$ cat src/rtl/block_pe_pkg.sv
// Shared definitions for the CGRA processing element: opcodes, select-code
// helpers and configuration field offsets.
package block_pe_pkg;

  localparam int OPCODE_W = 4;

  typedef enum logic [OPCODE_W-1:0] {
    OP_NOP  = 4'd0,
    OP_ADD  = 4'd1,
    OP_SUB  = 4'd2,
    OP_MUL  = 4'd3,
    OP_AND  = 4'd4,
    OP_OR   = 4'd5,
    OP_XOR  = 4'd6,
    OP_SHL  = 4'd7,
    OP_SHR  = 4'd8,
    OP_PASS = 4'd9,
    OP_ACC  = 4'd10
  } opcode_e;

  function automatic int sel_w(input int n_in);
    return $clog2(n_in + 2);
  endfunction

  function automatic int osel_w(input int n_in);
    return $clog2(n_in + 1);
  endfunction

  // Operand select codes beyond the input ports.
  function automatic int sel_fb(input int n_in);
    return n_in;
  endfunction

  function automatic int sel_const(input int n_in);
    return n_in + 1;
  endfunction

  function automatic int off_sel_b(input int n_in);
    return sel_w(n_in);
  endfunction

  function automatic int off_opcode(input int n_in);
    return 2 * sel_w(n_in);
  endfunction

  function automatic int off_const(input int n_in);
    return off_opcode(n_in) + OPCODE_W;
  endfunction

  function automatic int off_acc_len(input int width, input int n_in);
    return off_const(n_in) + width;
  endfunction

  function automatic int off_out_sel(input int width, input int n_in, input int cnt_w);
    return off_acc_len(width, n_in) + cnt_w;
  endfunction

  function automatic int cfg_w(input int width, input int n_in, input int n_out, input int cnt_w);
    return off_out_sel(width, n_in, cnt_w) + n_out * osel_w(n_in);
  endfunction

endpackage

$ cat src/rtl/pe_cfg_chain.sv
// Serial configuration shift register; bits enter at the MSB and leave at
// cfg[0], so PEs can be daisy-chained into a fabric column.
module pe_cfg_chain #(
  parameter int CFG_W = 8
) (
  input  logic             clk,
  input  logic             reset,
  input  logic             i_config_en,
  input  logic             i_config_in,
  output logic [CFG_W-1:0] o_cfg,
  output logic             o_config_out
);

  logic [CFG_W-1:0] r_cfg;

  // NOTE: clocked state is assigned with <= only; a blocking write here would
  // let later readers in the same time step see the post-edge value.
  always_ff @(posedge clk) begin
    if (reset) begin
      r_cfg <= '0;
    end else if (i_config_en) begin
      r_cfg <= {i_config_in, r_cfg[CFG_W-1:1]};
    end
  end

  assign o_cfg        = r_cfg;
  assign o_config_out = r_cfg[0];

endmodule

$ cat src/rtl/block_pe_param.sv
// Parametrised CGRA processing element: operand crossbar with per-operand
// latches, one ALU with accumulate mode, and selectable registered outputs.
module block_pe_param
  import block_pe_pkg::*;
#(
  parameter int WIDTH = 32,
  parameter int N_IN  = 2,
  parameter int N_OUT = 1,
  parameter int CNT_W = 8
) (
  input  logic                   clk,
  input  logic                   reset,
  input  logic                   config_en,
  input  logic                   config_in,
  output logic                   config_out,
  input  logic [N_IN*WIDTH-1:0]  in_data,
  input  logic [N_IN-1:0]        in_valid,
  output logic [N_OUT*WIDTH-1:0] out_data,
  output logic [N_OUT-1:0]       out_valid,
  output logic                   err_overrun
);

  localparam int SEL_W     = sel_w(N_IN);
  localparam int OSEL_W    = osel_w(N_IN);
  localparam int CFG_W     = cfg_w(WIDTH, N_IN, N_OUT, CNT_W);
  localparam int SH_W      = $clog2(WIDTH);
  localparam int OFF_SEL_B = off_sel_b(N_IN);
  localparam int OFF_OP    = off_opcode(N_IN);
  localparam int OFF_CONST = off_const(N_IN);
  localparam int OFF_ACC   = off_acc_len(WIDTH, N_IN);
  localparam int OFF_OSEL  = off_out_sel(WIDTH, N_IN, CNT_W);

  logic [CFG_W-1:0]    w_cfg;
  logic [SEL_W-1:0]    w_sel_a, w_sel_b;
  logic [OPCODE_W-1:0] w_op;
  logic [WIDTH-1:0]    w_const;
  logic [CNT_W-1:0]    w_acc_len, w_len_m1;

  pe_cfg_chain #(.CFG_W(CFG_W)) u_cfg (
    .clk         (clk),
    .reset       (reset),
    .i_config_en (config_en),
    .i_config_in (config_in),
    .o_cfg       (w_cfg),
    .o_config_out(config_out)
  );

  assign w_sel_a   = w_cfg[0 +: SEL_W];
  assign w_sel_b   = w_cfg[OFF_SEL_B +: SEL_W];
  assign w_op      = w_cfg[OFF_OP +: OPCODE_W];
  assign w_const   = w_cfg[OFF_CONST +: WIDTH];
  assign w_acc_len = w_cfg[OFF_ACC +: CNT_W];
  assign w_len_m1  = (w_acc_len == '0) ? '0 : w_acc_len - CNT_W'(1);

  logic             r_val_a, r_val_b, r_err;
  logic [WIDTH-1:0] r_lat_a, r_lat_b, r_result, r_acc;
  logic [CNT_W-1:0] r_cnt;

  // Returns {is_input_port, valid, data} for one operand select code.
  function automatic logic [WIDTH+1:0] f_pick(
    input logic [SEL_W-1:0]      sel,
    input logic [N_IN*WIDTH-1:0] data,
    input logic [N_IN-1:0]       valid,
    input logic [WIDTH-1:0]      fb,
    input logic [WIDTH-1:0]      cst
  );
    logic [WIDTH+1:0] v;
    v = '0;
    for (int k = 0; k < N_IN; k++) begin
      if (sel == SEL_W'(k)) v = {1'b1, valid[k], data[k*WIDTH +: WIDTH]};
    end
    if (sel == SEL_W'(sel_fb(N_IN)))         v = {2'b01, fb};
    else if (sel == SEL_W'(sel_const(N_IN))) v = {2'b01, cst};
    return v;
  endfunction

  logic [WIDTH+1:0] w_pick_a, w_pick_b;
  logic             w_a_port, w_a_pres, w_b_port, w_b_pres;
  logic [WIDTH-1:0] w_a_data, w_b_data, w_a, w_b, w_alu;
  logic             w_is_op, w_is_acc, w_b_used, w_fire, w_fu_valid;

  assign w_pick_a = f_pick(w_sel_a, in_data, in_valid, r_result, w_const);
  assign w_pick_b = f_pick(w_sel_b, in_data, in_valid, r_result, w_const);
  assign {w_a_port, w_a_pres, w_a_data} = w_pick_a;
  assign {w_b_port, w_b_pres, w_b_data} = w_pick_b;

  // A latched operand is the older one, so it is consumed first.
  assign w_a = r_val_a ? r_lat_a : w_a_data;
  assign w_b = r_val_b ? r_lat_b : w_b_data;

  assign w_is_op    = (w_op != OP_NOP) && (w_op <= OP_ACC);
  assign w_is_acc   = (w_op == OP_ACC);
  assign w_b_used   = !w_is_acc;
  assign w_fire     = !config_en && w_is_op && (r_val_a || w_a_pres) &&
                      (w_is_acc || r_val_b || w_b_pres);
  assign w_fu_valid = w_fire && (!w_is_acc || (r_cnt == w_len_m1));

  // NOTE: every variable driven in always_comb gets a default first, so no
  // path can leave it unassigned and infer a latch.
  always_comb begin
    w_alu = '0;
    case (w_op)
      OP_ADD:  w_alu = w_a + w_b;
      OP_SUB:  w_alu = w_a - w_b;
      OP_MUL:  w_alu = w_a * w_b;
      OP_AND:  w_alu = w_a & w_b;
      OP_OR:   w_alu = w_a | w_b;
      OP_XOR:  w_alu = w_a ^ w_b;
      OP_SHL:  w_alu = w_a << w_b[SH_W-1:0];
      OP_SHR:  w_alu = w_a >> w_b[SH_W-1:0];
      OP_PASS: w_alu = w_a;
      OP_ACC:  w_alu = r_acc + w_a;
      default: w_alu = '0;
    endcase
  end

  // Only input-port sources are latched; feedback and const are always present.
  always_ff @(posedge clk) begin
    if (reset) begin
      r_val_a  <= 1'b0;
      r_val_b  <= 1'b0;
      r_lat_a  <= '0;
      r_lat_b  <= '0;
      r_acc    <= '0;
      r_cnt    <= '0;
      r_result <= '0;
      r_err    <= 1'b0;
    end else if (config_en) begin
      r_val_a <= 1'b0;
      r_val_b <= 1'b0;
      r_acc   <= '0;
      r_cnt   <= '0;
    end else begin
      if (w_a_port && w_a_pres && !(w_fire && !r_val_a)) begin
        r_val_a <= 1'b1;
        r_lat_a <= w_a_data;
      end else if (w_fire) begin
        r_val_a <= 1'b0;
      end

      if (w_b_used && w_b_port && w_b_pres && !(w_fire && !r_val_b)) begin
        r_val_b <= 1'b1;
        r_lat_b <= w_b_data;
      end else if (w_fire && w_b_used) begin
        r_val_b <= 1'b0;
      end

      if (!w_fire && ((w_a_port && w_a_pres && r_val_a) ||
                      (w_b_used && w_b_port && w_b_pres && r_val_b))) begin
        r_err <= 1'b1;
      end

      if (w_fire && w_is_acc) begin
        if (r_cnt == w_len_m1) begin
          r_acc <= '0;
          r_cnt <= '0;
        end else begin
          r_acc <= r_acc + w_a;
          r_cnt <= r_cnt + CNT_W'(1);
        end
      end

      if (w_fu_valid) r_result <= w_alu;
    end
  end

  logic [N_OUT-1:0]       w_src_valid;
  logic [N_OUT*WIDTH-1:0] w_src_data;

  always_comb begin : out_mux
    logic [OSEL_W-1:0] osel;
    w_src_valid = '0;
    w_src_data  = '0;
    for (int j = 0; j < N_OUT; j++) begin
      osel = w_cfg[OFF_OSEL + j*OSEL_W +: OSEL_W];
      if (osel == '0) begin
        w_src_valid[j]                = w_fu_valid;
        w_src_data[j*WIDTH +: WIDTH] = w_alu;
      end
      for (int k = 0; k < N_IN; k++) begin
        if (osel == OSEL_W'(k + 1)) begin
          w_src_valid[j]                = in_valid[k];
          w_src_data[j*WIDTH +: WIDTH] = in_data[k*WIDTH +: WIDTH];
        end
      end
    end
  end

  logic [N_OUT*WIDTH-1:0] r_out_data;
  logic [N_OUT-1:0]       r_out_valid;

  always_ff @(posedge clk) begin
    if (reset) begin
      r_out_data  <= '0;
      r_out_valid <= '0;
    end else if (config_en) begin
      r_out_valid <= '0;
    end else begin
      r_out_valid <= w_src_valid;
      for (int j = 0; j < N_OUT; j++) begin
        if (w_src_valid[j]) r_out_data[j*WIDTH +: WIDTH] <= w_src_data[j*WIDTH +: WIDTH];
      end
    end
  end

  assign out_data    = r_out_data;
  assign out_valid   = r_out_valid;
  assign err_overrun = r_err;

endmodule

$ cat config.mk
export PLATFORM = sky130hd
export DESIGN_NAME = block_pe_param
export DESIGN_NICKNAME = d
export VERILOG_FILES = /design/src/rtl/block_pe_pkg.sv /design/src/rtl/pe_cfg_chain.sv /design/src/rtl/block_pe_param.sv
export SDC_FILE = /design/constraint.sdc
export NUM_CORES = 2
export LEC_CHECK = 0
export ABC_CLOCK_PERIOD_IN_PS = 16900
export CAP_MARGIN = 10
export CORE_MARGIN = 1
export CORE_UTILIZATION = 27
export DETAILED_ROUTE_END_ITERATION = 8
export GPL_TIMING_DRIVEN = 0
export HOLD_SLACK_MARGIN = 0.08
export SYNTH_ARGS = -nofsm -noshare
export SYNTH_HDL_FRONTEND = slang
export SYNTH_SLANG_ARGS = --single-unit
$ cat constraint.sdc
create_clock -name clk -period 16.9 [get_ports clk]
set_input_delay 1.69 -clock clk [delete_from_list [all_inputs] [get_ports clk]]
set_output_delay 1.69 -clock clk [all_outputs]
set_load 0.01 [all_outputs]
# --- Word-level counts from Yosys, hierarchy flattened ---
# Index checks and enable logic that the tools add are counted.
classes:
  n_addsub: 5
  multipliers: 1
  div: 0
  n_lt_le_gt_ge: 1
  eq_ne: 19
  shift: 2
  n_mux: 24
  n_bitwise: 4
  n_reduce_logical: 42
ops:
  columns: ["op", "count"]
  rows:
  - ["case mux 32 bit (10 select lines)", 1]
  - ["2-to-1 mux 34 bit", 8]
  - ["2-to-1 mux 32 bit", 6]
  - ["adder 32 bit", 2]
  - ["bitwise AND 32 bit", 1]
  - ["multiplier 32 x 32 -> 32 bit", 1]
  - ["bitwise OR 32 bit", 1]
  - ["left shift 32 x 5 -> 32 bit", 1]
  - [">> shifter 32 x 5 -> 32 bit", 1]
  - ["subtractor 32 bit", 1]
  - ["bitwise XOR 32 bit", 1]
  - ["logical AND 1 bit", 17]
  - ["== test 4 x 3 -> 1 bit (second input constant)", 4]
  - ["2-to-1 mux 8 bit", 2]
  - ["== test 4 bit (second input constant)", 3]
  - ["== test 2 bit (second input constant)", 5]
  - ["AND reduction 2 bit", 5]
  - ["adder 8 x 1 -> 8 bit (second input constant)", 1]
  - ["== test 4 x 2 -> 1 bit (second input constant)", 2]
  - ["== test 8 bit", 1]
  - ["zero test 8 bit", 1]
  - ["subtractor 8 x 1 -> 8 bit (second input constant)", 1]
  - ["zero test 1 bit", 7]
  - ["2-to-1 mux 1 bit", 7]
  - ["9 further kinds", 18]
totals:
  ff_bits: 222
  latchBits: 0
  mem_bits_rw: 0
  rom_bits: 0
  inputBits: 70
  out_inout_bits: 35
  elab_cells: 109
  mem_count: 0

# --- Logic depth before layout (Yosys ltp) ---
logic_depth:
  depth_word: 13
  mapped_depth: 36

# --- By module ---
# From an unflattened synthesis, not the netlist that was laid out.
hier_totals:
  hier_cells: 4207
  area_unflattened_um2: 35577.9
modules_own_cells:
  columns: ["module", "instances", "cells_per_inst", "area_each_um2", "seq_area_each_um2"]
  rows:
  - ["block_pe_param", 1, 4044, 33771.1, 3443.3]
  - ["pe_cfg_chain", 1, 163, 1806.7, 1001.0]

# --- Worst setup path after synthesis ---
# Ideal clock, no wire load.
synth_timing:
  kind: "in2reg"
  from: "input port in_data[2]"
  to: "register r_out_data[31] (netlist: out_data[31])"
  setup_time_ns: 0.133
  arrival_ns: 9.949
  path_slack_ns: 6.818
  path_stages: 32
  cell_sequence: "mux4_2 > o21ai_1 > buf_2 > buf_1 > clkbuf_1 > buf_1 > nor2_1 > fa_1 > inv_1 > fa_1 > fa_1 > fa_1 > inv_1 > fa_1 > inv_1 > fa_1 > inv_1 > fa_1 > fa_1 > ha_1 > a21o_1 > a21o_1 > a21oi_1 > nand3_1 > o21ai_0 > o21ai_0 > nand2_1 > o21ai_0 > xnor2_1 > o21ai_1 > o31ai_2 > a211oi_2"
synth_via:
  elab_chain_cells: 10
  word_cells_on_any_way: 20
  classes_between: "3 x add/sub; 1 x mul; 2 x shift; 14 x mux"
synth_lines:
  columns: ["element", "line", "text"]
  rows:
  - ["start, declared", "block_pe_param.sv:16", "input logic [N_IN*WIDTH-1:0] in_data,"]
  - ["2-to-1 mux 34 bit (2 in a row)", "block_pe_param.sv:70", "if (sel == SEL_W'(k)) v = {1'b1, valid[k], data[k*WIDTH +: WIDTH]};"]
  - ["2-to-1 mux 34 bit", "block_pe_param.sv:73", "else if (sel == SEL_W'(sel_const(N_IN))) v = {2'b01, cst};"]
  - ["2-to-1 mux 34 bit", "block_pe_param.sv:72", "if (sel == SEL_W'(sel_fb(N_IN))) v = {2'b01, fb};"]
  - ["2-to-1 mux 32 bit, on equally long branches", "block_pe_param.sv:88, block_pe_param.sv:89", null]
  - ["multiplier 32 x 32 -> 32 bit, or another cell as far along", "block_pe_param.sv:105", "OP_MUL: w_alu = w_a * w_b;"]
  - ["case mux 32 bit (10 select lines) (*)", "block_pe_param.sv:102", "case (w_op)"]
  - ["2-to-1 mux 32 bit (*)", "block_pe_param.sv:176", "if (osel == '0) begin"]
  - ["2-to-1 mux 32 bit (*) (2 in a row)", "block_pe_param.sv:181", "if (osel == OSEL_W'(k + 1)) begin"]
  - ["end signal, assigned by index", "block_pe_param.sv:201", "if (w_src_valid[j]) r_out_data[j*WIDTH +: WIDTH] <= w_src_data[j*WIDTH +: WIDTH];"]
  - ["end, declared", "block_pe_param.sv:189", "logic [N_OUT*WIDTH-1:0] r_out_data;"]
# Every way passes the cells marked *; elsewhere a longest branch is shown, timed or not.
# A chain may end at the register's enable or synchronous reset.

# --- Worst setup path in the final report ---
layout_timing:
  from: "input port in_data[4]"
  to: "register r_result[28]"
layout_via:
  elab_chain_cells: 7
  word_cells_on_any_way: 17
  classes_between: "3 x add/sub; 1 x mul; 2 x shift; 11 x mux"
layout_lines:
  columns: ["element", "line", "text"]
  rows:
  - ["2-to-1 mux 34 bit (2 in a row)", "block_pe_param.sv:70", null]
  - ["2-to-1 mux 34 bit", "block_pe_param.sv:73", null]
  - ["2-to-1 mux 34 bit", "block_pe_param.sv:72", null]
  - ["2-to-1 mux 32 bit, on equally long branches", "block_pe_param.sv:88, block_pe_param.sv:89", null]
  - ["multiplier 32 x 32 -> 32 bit, or another cell as far along", "block_pe_param.sv:105", null]
  - ["case mux 32 bit (10 select lines) (*)", "block_pe_param.sv:102", null]
  - ["end signal, assigned", "block_pe_param.sv:163", "if (w_fu_valid) r_result <= w_alu;"]
  - ["end, declared", "block_pe_param.sv:56", "logic [WIDTH-1:0] r_lat_a, r_lat_b, r_result, r_acc;"]
# Marks and branches as above.

==> out/qor.csv <==
metric;value;unit
tightestPinTransition;1398;ps
cp.arrival;14640;ps
root_buffer;clkbuf_16;
fin_crit;14210;ps
synth-seq-cells;222;
antenna_found_initial;3;
grt-ovfl-total;0;
vias;34300;
synth.avg_cell_area;8.303;um2
drt-total-wl;180400;um
synth_area;35150;um2
h-tree-depth;1;
critical_path.max_stage_delay;910;ps
critPathLaunchType;primary input;
synthFlopType;dfxtp_1;
reg2reg_to;r_result[28]$_SDFFE_PP0P_;
fmax;70.37;MHz
hold_path_class;flip-flop to flip-flop;
cts_buffer_depth;3;
yosysUniqueCellTypes;93;
ioPinCount;105;
critPathKind;primary input to flip-flop;
num-fill-cells;13840;
end_kind;flip-flop;
max_cap_viol_count;0;
hold_buffers;0;
route.detailed.drc;0;
critPathSlowestCell;a211oi_1;
ys_warn_count;0;
grt_pass1_wl;251600;um
post-route-period-util;84.09;%
chipWidth;362.8;um
fin_setup_tns;0;ps
crit_path_max_fanout;10;
r2r_start;u_cfg.o_cfg[2]$_SDFFE_PP0P_;
regArea;4444;um2
area_growth;12.37;%
syn_nets;4966;
r2r_slack;3500;ps
cts.sinks;222;
clk_latency;580;ps
holdPathEnd;r_lat_a[7]$_SDFFE_PP0P_;
slew_headroom;6.814;%
drt_iter0_markers;4300;
holdPathStages;2;
ys_seq_area_share;12.64;%
globalplace.congestion;1.064;
rr_worst_depth;32;
cts_resized;0;
hpwl;147700;um
final-setup-viol-count;0;
antenna_left;0;
grt_max_degree;14;
hp-start;r_lat_a[7]$_SDFFE_PP0P_;
timing.hold.ws;455.6;ps
clk_pin_slew_worst_paths;60;ps
die_area;131600;um2
crit_top_cell;fa_1;
status;finished, final reports clean;
crit_required;17330;ps
rsz0062_at_grt;false;
synthCells;4233;
cts_made_buffers;26;
async_flop_share;0;%
finalHoldViolations;0;
coreArea;129300;um2
cts_tree;done;
fin_nets;5117;
start_util;27.18;%
track_usage;26.77;%
portBuffers;102;
avgViaCountPerCell;5.581;
die_y;362.8;um
first_pass_iters;7;
routedWlPerCell;29.35;um
synth_edf_count;0;
drv_slew;0;
grt_pass1_vias;33570;
drive_gt1_share;6.179;%
multiInputGateArea;27800;um2
rows;132;
skew;15.13;ps
postCtsSetupBuffers;0;
==> through the flow <==
step	area (um2)	util, %	worst slack, ps	instances
2_1_floorplan	35150	-	6818	4233
5_1_grt	39490	30.54	2724	6144
4_1_cts	39450	30.50	3073	6140
3_5_place_dp	38600	29.85	2543	6094
3_3_place_gp	38350	29.65	2559	6077
6_report	39500	30.54	2689	6145
==> final cells by class <==
type / count / share of cell area [%]
repair buffers: 123 / 3.200
well taps: 1742 / 5.519
clock buffers: 40 / 2.034
plain buffers: 270 / 2.940
clock inverters: 6 / 0.1204
flip-flops and latches: 222 / 11.25
diodes: 1 / 0.006336
multi-input cells: 3263 / 70.38
inverters: 478 / 4.552
==> how the worst max path moves through the flow <==
| stage | from | endpoint | cells after the start |
|---|---|---|---|
| floorplan | in_data[2] | out_data[31]$_SDFFE_PP0P_ | 32 |
| global placement | in_data[36] | out_data[31]$_SDFFE_PP0P_ | 33 |
| detailed placement | in_data[4] | out_data[31]$_SDFFE_PP0P_ | 33 |
| CTS | in_data[4] | out_data[31]$_SDFFE_PP0P_ | 33 |
| global route | in_data[4] | out_data[31]$_SDFFE_PP0P_ | 33 |
| finish | in_data[4] | r_result[28]$_SDFFE_PP0P_ | 31 |
==> metal layers <==
layer	vias up	global-route usage, %	share of wire, %
met5	-	0	0.019
met4	6	14.73	6.7
met3	501	6.890	11
met2	2103	39.94	42
met1	17190	35.07	40
li1	14490	-	-
==> cells by family (layout without fill, tap and decap cells) <==
| kind of cell | count (synthesis) | after routing | share of synthesized area, % |
|---|---|---|---|
| fa+ha+maj | 663 | 663 | 32.36 |
| other cells | 0 | 1 | 0 |
| buf+inv | 748 | 917 | 8.415 |
| mux | 350 | 350 | 12.47 |
| xor+xnor | 179 | 179 | 4.500 |
| simple gates | 1307 | 1307 | 15.27 |
| flops | 222 | 222 | 12.64 |
| compound gates | 764 | 764 | 14.35 |
==> critical path: cells and delay by family <==
family                     cells  cell delay, ps
adders and majority gates      9            4260
buffers and inverters          9            3350
AOI/OAI and AO/OA              6            3090
muxes                          3            1720
and+or+nand+nor                4             510
==> layout by cell type, fill, tap and decap left out, types with 102 or more instances in the layout <==
cell type,n
a21oi_1,242
clkbuf_1,165
clkdlybuf4s50_1,102
dfxtp_1,222
fa_1,410
ha_1,253
inv_1,449
mux2i_1,240
nand2_1,431
nor2_1,667
xnor2_1,133
==> registers in the layout, indices dropped and copies added, names as in the netlist <==
| signal | flops |
|---|---|
| r_result | 32 |
| u_cfg.o_cfg | 50 |
| r_lat_a | 32 |
| r_val_b | 1 |
| out_valid | 1 |
| err_overrun | 1 |
| out_data | 32 |
| r_acc | 32 |
| r_val_a | 1 |
| r_cnt | 8 |
| r_lat_b | 32 |
==> synthesized netlist by cell type, types with 40 or more instances <==
master | number | share of area [%]
nor2_1 | 667 | 7.1
inv_1 | 449 | 4.8
nand2_1 | 431 | 4.6
fa_1 | 410 | 23
ha_1 | 253 | 9.0
mux2i_1 | 250 | 7.1
a21oi_1 | 242 | 3.4
dfxtp_1 | 222 | 13
clkbuf_1 | 162 | 1.7
xnor2_1 | 133 | 3.3
o21ai_0 | 96 | 1.4
nor3_1 | 70 | 1.0
mux4_2 | 65 | 4.2
a211oi_1 | 58 | 1.2
a21o_1 | 53 | 1.1
o22ai_1 | 51 | 0.91
buf_1 | 50 | 0.53
xor2_1 | 45 | 1.1
buf_2 | 40 | 0.57
Power is not shown: default switching activity piles up to over one toggle a cycle in this logic, so the estimate is an artifact.
